==> src/rtl/switch_irq_servicer.sv <==
// -----------------------------------------------------------------------------
// switch_irq_servicer
//
// Avalon-MM host that services an 8-bit edge-capturing switch PIO on its s1
// slave port without CPU involvement. It is the only host on that slave.
//   * After reset it programs the PIO irq mask with INIT_MASK. Later mask
//     changes arrive through mask_cfg/mask_load.
//   * On irq it reads the edge-capture register, writes back exactly the bits
//     it read (write-1-to-clear), then reads the live switch levels.
//   * Each serviced interrupt becomes one record on a valid/ready stream.
//
// Event stream handshake: evt_valid rises with a complete record. evt_edges,
// evt_level and evt_seq then stay frozen until the cycle in which evt_valid
// and evt_ready are both high. That rising clock edge is the transfer. A
// consumer may hold evt_ready high before evt_valid appears.
//
// Ports
//   clk, reset        clock; asynchronous active-high reset
//   address[1:0]      PIO register select (0 data, 2 irq mask, 3 edge capture)
//   chipselect        one-cycle access strobe
//   write_n           active-low write qualifier
//   writedata[31:0]   write data, bits 31:8 always zero
//   readdata[31:0]    PIO read data (fixed latency 1, bits 7:0 used)
//   irq               PIO interrupt level
//   mask_cfg[7:0]     new irq mask value
//   mask_load         one-cycle request to write mask_cfg to the PIO
//   evt_valid/ready   event record handshake
//   evt_edges[7:0]    edge-capture bits serviced by this record
//   evt_level[7:0]    switch levels read after the clear
//   evt_seq[7:0]      record sequence number, wraps 255 -> 0
//   spurious_cnt[7:0] interrupts that showed no captured edge, saturating
//   state_dbg[2:0]    current FSM state, for observation only
// -----------------------------------------------------------------------------
module switch_irq_servicer #(
  parameter logic [7:0] INIT_MASK = 8'hFF
) (
  input  logic        clk,
  input  logic        reset,
  output logic [1:0]  address,
  output logic        chipselect,
  output logic        write_n,
  output logic [31:0] writedata,
  input  logic [31:0] readdata,
  input  logic        irq,
  input  logic [7:0]  mask_cfg,
  input  logic        mask_load,
  output logic        evt_valid,
  input  logic        evt_ready,
  output logic [7:0]  evt_edges,
  output logic [7:0]  evt_level,
  output logic [7:0]  evt_seq,
  output logic [7:0]  spurious_cnt,
  output logic [2:0]  state_dbg
);

  typedef enum logic [2:0] {
    WR_MASK   = 3'd0,
    IDLE      = 3'd1,
    RD_CAP    = 3'd2,
    CAP_WAIT  = 3'd3,
    CLR       = 3'd4,
    RD_DATA   = 3'd5,
    DATA_WAIT = 3'd6,
    EMIT      = 3'd7
  } state_t;

  localparam logic [1:0] ADDR_DATA = 2'd0;
  localparam logic [1:0] ADDR_MASK = 2'd2;
  localparam logic [1:0] ADDR_CAP  = 2'd3;

  state_t     state;
  state_t     state_nxt;

  logic       mask_pend;
  logic [7:0] mask_val;

  // Raw bus request decoded from the state, before reset gating.
  logic       bus_cs;
  logic       bus_wr;
  logic [1:0] bus_addr;
  logic [31:0] bus_wd;

  logic [7:0] rd_byte;
  logic       rd_zero;

  // Only the low byte of the PIO read data carries information.
  logic       unused_readdata_hi;
  assign unused_readdata_hi = ^readdata[31:8];

  assign rd_byte = readdata[7:0];
  assign rd_zero = (rd_byte == 8'h00);

  // ---------------------------------------------------------------------------
  // State register
  // ---------------------------------------------------------------------------
  always_ff @(posedge clk or posedge reset) begin
    if (reset) begin
      state <= WR_MASK;
    end else begin
      state <= state_nxt;
    end
  end

  // ---------------------------------------------------------------------------
  // Next-state logic
  // ---------------------------------------------------------------------------
  always_comb begin
    state_nxt = state;
    case (state)
      WR_MASK:   state_nxt = IDLE;
      IDLE: begin
        // A pending mask update wins over irq. The mask write is a single
        // cycle, so the interrupt is still seen on the next IDLE visit.
        if (mask_pend) begin
          state_nxt = WR_MASK;
        end else if (irq) begin
          state_nxt = RD_CAP;
        end
      end
      RD_CAP:    state_nxt = CAP_WAIT;
      // With latency 1, readdata for the RD_CAP read is valid during this
      // cycle.
      CAP_WAIT:  state_nxt = rd_zero ? IDLE : CLR;
      CLR:       state_nxt = RD_DATA;
      RD_DATA:   state_nxt = DATA_WAIT;
      DATA_WAIT: state_nxt = EMIT;
      EMIT: begin
        if (evt_ready) begin
          state_nxt = IDLE;
        end
      end
      default:   state_nxt = WR_MASK;
    endcase
  end

  // ---------------------------------------------------------------------------
  // Bus request decode. Exactly one access in each of WR_MASK, RD_CAP, CLR
  // and RD_DATA. Every other state, including EMIT while it stalls, leaves
  // the bus idle.
  // ---------------------------------------------------------------------------
  always_comb begin
    bus_cs   = 1'b0;
    bus_wr   = 1'b0;
    bus_addr = ADDR_DATA;
    bus_wd   = 32'd0;
    case (state)
      WR_MASK: begin
        bus_cs   = 1'b1;
        bus_wr   = 1'b1;
        bus_addr = ADDR_MASK;
        bus_wd   = {24'd0, mask_val};
      end
      RD_CAP: begin
        bus_cs   = 1'b1;
        bus_addr = ADDR_CAP;
      end
      CLR: begin
        // Clear only the bits that were read. Edges captured after the read
        // stay set in the PIO and keep irq asserted for the next pass.
        bus_cs   = 1'b1;
        bus_wr   = 1'b1;
        bus_addr = ADDR_CAP;
        bus_wd   = {24'd0, evt_edges};
      end
      RD_DATA: begin
        bus_cs   = 1'b1;
        bus_addr = ADDR_DATA;
      end
      default: begin
        bus_cs   = 1'b0;
      end
    endcase
  end

  // The state register resets to WR_MASK. Gating with reset keeps the bus
  // idle while reset is held, so the mask write lands in the first cycle
  // after release.
  always_comb begin
    chipselect = bus_cs & ~reset;
    write_n    = ~(bus_wr & ~reset);
    address    = reset ? ADDR_DATA : bus_addr;
    writedata  = reset ? 32'd0 : bus_wd;
  end

  // ---------------------------------------------------------------------------
  // Mask request latch. The last mask_load pulse wins. A pulse that lands in
  // the WR_MASK cycle re-arms the request with the new value. In that case
  // the write going out this cycle still carries the previous mask_val.
  // ---------------------------------------------------------------------------
  always_ff @(posedge clk or posedge reset) begin
    if (reset) begin
      mask_pend <= 1'b0;
      mask_val  <= INIT_MASK;
    end else begin
      if (mask_load) begin
        mask_pend <= 1'b1;
        mask_val  <= mask_cfg;
      end else if (state == WR_MASK) begin
        mask_pend <= 1'b0;
      end
    end
  end

  // ---------------------------------------------------------------------------
  // Event record and counters
  // ---------------------------------------------------------------------------
  always_ff @(posedge clk or posedge reset) begin
    if (reset) begin
      evt_edges    <= 8'h00;
      evt_level    <= 8'h00;
      evt_seq      <= 8'h00;
      spurious_cnt <= 8'h00;
    end else begin
      if (state == CAP_WAIT) begin
        if (rd_zero) begin
          if (spurious_cnt != 8'hFF) begin
            spurious_cnt <= spurious_cnt + 8'd1;
          end
        end else begin
          evt_edges <= rd_byte;
        end
      end
      if (state == DATA_WAIT) begin
        evt_level <= rd_byte;
      end
      if ((state == EMIT) && evt_ready) begin
        evt_seq <= evt_seq + 8'd1;
      end
    end
  end

  assign evt_valid = (state == EMIT);
  assign state_dbg = state;

endmodule

==> config.mk <==
export PLATFORM = sky130hd
export DESIGN_NAME = switch_irq_servicer
export DESIGN_NICKNAME = d
export VERILOG_FILES = /design/src/rtl/switch_irq_servicer.sv
export SDC_FILE = /design/constraint.sdc
export NUM_CORES = 1
export LEC_CHECK = 0
export BUFFER_PORTS_ARGS = -buffer_cell sky130_fd_sc_hd__buf_2
export CAP_MARGIN = 25
export CORE_MARGIN = 8
export CORE_UTILIZATION = 46
export CTS_BUF_LIST = sky130_fd_sc_hd__clkbuf_8
export CTS_CLUSTER_DIAMETER = 80
export DETAILED_ROUTE_END_ITERATION = 8
export PLACE_DENSITY_LB_ADDON = 0.2
export SLEW_MARGIN = 40
export SYNTH_ARGS = -nofsm -noshare
export SYNTH_HDL_FRONTEND = slang
export SYNTH_SLANG_ARGS = --single-unit
export TNS_END_PERCENT = 1
==> constraint.sdc <==
create_clock -name clk -period 1.9 [get_ports clk]
set_input_delay 0.095 -clock clk [delete_from_list [all_inputs] [get_ports clk]]
set_output_delay 0.095 -clock clk [all_outputs]
set_load 0.02 [all_outputs]
Word-level counts from Yosys, hierarchy flattened
Index checks and enable logic that the tools add are counted.

$add $sub $neg: 2. Equality and inequality tests: 10. Mux-type cells: 13. Bitwise gates (word level): 5. Reductions and logical operators: 10.

Operator list (number): 32-bit two-way mux (1); 3-bit one-hot mux with 8 select lines (1); 8-bit by 1-bit adder with 8-bit output, second input constant (2); 8-bit one-hot mux with 2 select lines (1); 3-bit equality test, second input constant (4); 3-bit two-way mux (4); 8-bit logical NOT (1); 8-bit != test, second input constant (1); 3-bit by 2-bit equality test with 1-bit output, second input constant (2); 1-bit two-way mux (4); 2-bit one-hot mux with 2 select lines (1); 2-bit AND reduction (2); 2-bit OR reduction (2); 4-bit OR reduction (1); 3-bit by 1-bit equality test with 1-bit output, second input constant (1); 3-bit logical NOT (1); 3-bit != test, second input constant (1); 1-bit inverter (3); 3-bit AND reduction (1); 1-bit bitwise AND (2); 2-bit two-way mux (1); 2-bit by 1-bit != test with 1-bit output, second input constant (1); 2-bit nonzero test (1); 1-bit logical AND (1).

Bits in registers: 44. Bits of input ports: 45. Output and inout port bits: 72. Word-level logic and storage cells: 47.

Logic depth before layout (Yosys ltp)
Depth in word-level cells: 5. Mapped depth: 5. Mapped depth without buffers: 5.

Least setup slack after synthesis
OpenSTA, ideal clock, no wires.

Kind: input -> output. From: input reset. To: output writedata[0]. Arrival: 2.021 ns. Data required time: 1.805 ns. Slack: -0.216 ns. Cell stages on the path: 3. Path buffers: 0. Cell sequence: inv_1 -> nand2_1 -> nor2_1.

Cells in the longest elaborated chain, start to end: 1.

RTL lines: start, declared (line 38) `input logic reset,`; 32-bit two-way mux (line 182) `writedata = reset ? 32'd0 : bus_wd;`; end, declared (line 42) `output logic [31:0] writedata,`.

No other way between the ends.

Worst setup path in the final report
From: register state[1] (netlist: state_dbg[1]). To: register spurious_cnt[6].

Cells in the longest elaborated chain, start to end: 2.

RTL lines: start, declared (line 71) `state_t state;`; start signal, assigned (line 100) `state <= state_nxt;`; 3-bit by 2-bit equality test with 1-bit output (line 214) `if (state == CAP_WAIT) begin`; 3-bit AND reduction (no source line); end signal, assigned (line 217) `spurious_cnt <= spurious_cnt + 8'd1;`; end, declared (line 52) `output logic [7:0] spurious_cnt,`.

No other way between the ends. A chain may end at the register's enable or synchronous reset.

==> results.env <==
COMBPWRFRAC=0.445
ROUTED_WL_UM=4840
GRT_MAX_DEGREE=45
NUMBER_OF_REMAINING_DRC_ERRORS=0
DETAILEDROUTE.FIRSTPASSITERATIONCOUNT=3
NETSWITCHINGFRACTION=0.395
NETLIST-CELL-TYPE-COUNT=36
DP_HPWL_UM=3680
INTERNAL_POWER_mW=2.34
TOTALPOWERFINAL_mW=3.86
POWER_LEAKAGE_nW=1.38
PLACED_CELLS=317
WORST_SETUP_PATH_STARTPOINT='state_dbg[1]$_DFFE_PP0P_'
SYNTH.YOSYS.SEQ_AREA_SHARE=0.505
TIMING.FINAL.HOLD_VIOLATIONS=0
NUMBER_OF_CLOCK_BUFFERS_INSERTED_BY_TRITONCTS=5
SYNTH_AREA_UM2=2200
DIE_X_UM=85.1
HOLD_PATH_CLASS='input pin to asynchronous set/reset pin'
STDCELL_COUNT=325
POST_DRT_WL_PER_CELL_UM=14.9
PLACE_WORST_SETUP_SLACK_NS=-0.0910
FINAL_MIN_PERIOD_OVER_CLOCK_PERIOD=0.893
REG2REGPATHDEPTH=4
PLACEMENT_ROWS=25
SYNTH.FF_LATCH_COUNT=44
GLOBALROUTEOVERFLOWTOTAL=0
SEQPWRFRAC=0.369
CP.REQUIRED_NS=2.07
CTS.REPAIR.RESIZED=0
TRITONCTS='yes'
STATUS='completed'
WORST-ENDPOINT-ARRIVAL_NS=1.86
TIMING.FINAL.MAX_SLEW_VIOLATIONS=0
INSERTION_DELAY_NS=0.28
TIMING_WORST_SLEW_PIN_VALUE_NS=0.690
LAYOUT.NETS=317
SYNTH-EDFF-COUNT=0
CP_MAX_FO=8
CLOCK_TREE.ROOT_CELL='clkbuf_8'
AREA_GROWTH_PCT=22.8
POST_SYNTH_INST_COUNT=189
POWER.SWITCHING_mW=1.52
R2R_SETUP_SLACK_NS=0.20
FINAL-SETUP-VIOL-COUNT=0
TIMING.CLOCK.SKEW_NS=0.00445
VDD_DROP_MAX_V=0.00102
CAP_VIOL_MAX_COUNT=0
REGTOREGSTARTPOINT='state_dbg[1]$_DFFE_PP0P_'
DPL_CELL_AREA_UM2=2580
CRIT_REG_REG_ENDPOINT='spurious_cnt[6]$_DFFE_PP0P_'
ELEMENT_TYPE_AT_THE_CRITICAL_PATH_END='flop'
HOLD_BUFS_INSERTED_AFTER_CTS=0
NUM_IO_PINS=117
FINALCRITICALPERIOD_NS=1.70
GRT_UTIL_ALL_LAYERS=0.132
GRT_PASS1_VIAS=1673
CTSHTREEMAXLEVEL=2
NUM_ANTENNA_CELLS=0
POSTSYNTH.TOPFLOPCELL='dfrtp_1'
CP-ENDPOINT='spurious_cnt[6]$_DFFE_PP0P_'
WORST_SETUP_HOLD_PATH_CLK_SLEW_NS=0.08
DIEHEIGHT_UM=85.1
BUFFER_PORTS.INSERTED=68
ROUTE.DETAILED.VIAS_PER_INST=4.93
POSTCTSSETUPBUFFERS=0
POWER.DENSITY_nW_PER_UM2=1430
WORST-SETUP-PATH-TYPE='flop to flop'
START_UTIL=0.472
ANT_NETS=0
DESIGN_AREA_UM2=2700
FINALWEIGHTEDCONGESTION=0.760
CLOCKBUFFERDEPTH=2
DRT-INITIAL-DRC-COUNT=53
WORSTSETUPSTARTPOINTTYPE='flop'
POST_ROUTE_CELLS_DRIVE_ABOVE_1_SHARE=0.461
SYNTH-ASYNC-RESET-RATIO=1.00
SLEW_HEADROOM=0.538
CLOCK_SINKS=44
PWR-SHARE-CLK=0.187
YOSYS_WARNINGS=0
ACHIEVABLE-FREQUENCY_GHz=0.589
GRT_ANTENNA_BEFORE_REPAIR=0
POSTSYNTHAREAPERCELL_UM2=11.6
FINAL.SETUP.WORST_SLACK_NS=0.204
RSZ0062_AT_GRT='no'
CORE_UM2=4660
WIRE_LENGTH_OF_THE_FIRST_GLOBAL_ROUTING_PASS_UM=7780
DETAILROUTE.VIA_COUNT=1602
DIE-AREA_UM2=7250
## layout by cell type (no fill, tap or decap), types with 6 or more instances in the layout
cell type  synthesis  routed
buf_2              0      68
dfrtp_1           36      36
mux2_2            24      24
conb_1             1      24
nor2_1            15      15
buf_4             24      13
nand2_1           10      10
mux2i_1            8       8
dfstp_2            8       8
nand3_1            7       7
xor2_1             7       7
xnor2_1            6       6
clkbuf_8           0       6
## synth_stat cells (2+ instances only)
| cell type | n | area share |
|---|---|---|
| nand3_1 | 7 | 0.016 |
| nor4_1 | 2 | 0.0057 |
| mux2_2 | 24 | 0.12 |
| mux2_1 | 2 | 0.010 |
| mux2i_1 | 8 | 0.036 |
| nand2_1 | 10 | 0.017 |
| clkbuf_1 | 4 | 0.0068 |
| nor3_1 | 4 | 0.0091 |
| or4_1 | 2 | 0.0068 |
| ha_1 | 2 | 0.011 |
| xor2_1 | 7 | 0.028 |
| or4_4 | 2 | 0.010 |
| a211oi_1 | 2 | 0.0068 |
| dfstp_2 | 8 | 0.096 |
| dfrtp_1 | 36 | 0.41 |
| buf_4 | 24 | 0.082 |
| and3_1 | 2 | 0.0057 |
| nand4_1 | 4 | 0.011 |
| nand2b_1 | 2 | 0.0057 |
| inv_1 | 2 | 0.0034 |
| xnor2_1 | 6 | 0.024 |
| nor2_1 | 15 | 0.026 |
## how the worst min path moves through the flow
| stage | cells after the start | startpoint | slack, ns | endpoint |
|---|---|---|---|---|
| after floorplan | 1 | reset | 0.10 | evt_edges[0]$_DFFE_PP0P_ |
| after global placement | 2 | mask_cfg[6] | 0.33 | mask_val[6]$_DFFE_PP1P_ |
| after detailed placement | 2 | mask_cfg[2] | 0.33 | mask_val[2]$_DFFE_PP1P_ |
| after CTS | 3 | reset | 0.02 | evt_edges[5]$_DFFE_PP0P_ |
| after global routing | 2 | mask_cfg[2] | 0.02 | mask_val[2]$_DFFE_PP1P_ |
| final | 3 | reset | 0.01 | state_dbg[1]$_DFFE_PP0P_ |
## stage by stage
step | setup TNS (ns) | hold slack [ns] | utilization
floorplan | 0 | 0.100 | -
global placement | -0.127 | 0.326 | 0.554
detailed placement | -0.140 | 0.332 | 0.554
CTS | 0 | 0.0234 | 0.579
global route | 0 | 0.0245 | 0.579
finish | 0 | 0.0110 | 0.579
## flip-flops by register name (all words and copies together), names as in the netlist
register      flops
mask_pend         1
evt_edges         8
spurious_cnt      8
evt_level         8
evt_seq           8
state_dbg         3
mask_val          8
## per-layer routing
metal,track usage,part of all wire,up-vias
li1,-,-,771
met1,0.140,0.39,774
met2,0.227,0.49,53
met3,0.0656,0.11,4
met4,0.0340,0.0060,0
met5,0,0,-
## cells by family after synthesis
group | synth area share
and+or+nand+nor | 0.135
DFF | 0.505
muxes | 0.170
buffers and inverters | 0.0990
xor gates and xnor gates | 0.0518
AOI/OAI and AO/OA | 0.0262
adders and majority gates | 0.0114
other | 0.00171
## power by group through the flow
stage | logic [mW] | clock network (mW) | registers (mW)
detailed placement | 1.73 | 0 | 1.44
global route | 1.87 | 0.787 | 1.46
CTS | 1.74 | 0.755 | 1.43
global placement | 1.71 | 0 | 1.44
floorplan | 0.887 | 0 | 1.74
finish | 1.72 | 0.721 | 1.42
## critical path, cell delays in order, from the launching register on
cell and delay, ns:
dfrtp_1 0.35, nand2_1 0.09, or4_4 0.58, nor3_1 0.22
mux2_1 0.33
## cell type report
cell class | count | area (um2)
timing repair buffer | 81 | 438
inverter | 2 | 11.3
tap | 54 | 67.6
multi-input combinational | 136 | 956
sequential | 44 | 1110
fill | 429 | 1960
clock inverter | 2 | 33.8
clock buffer | 6 | 82.6
No activity file was read; power rests on OpenSTA's default activity.
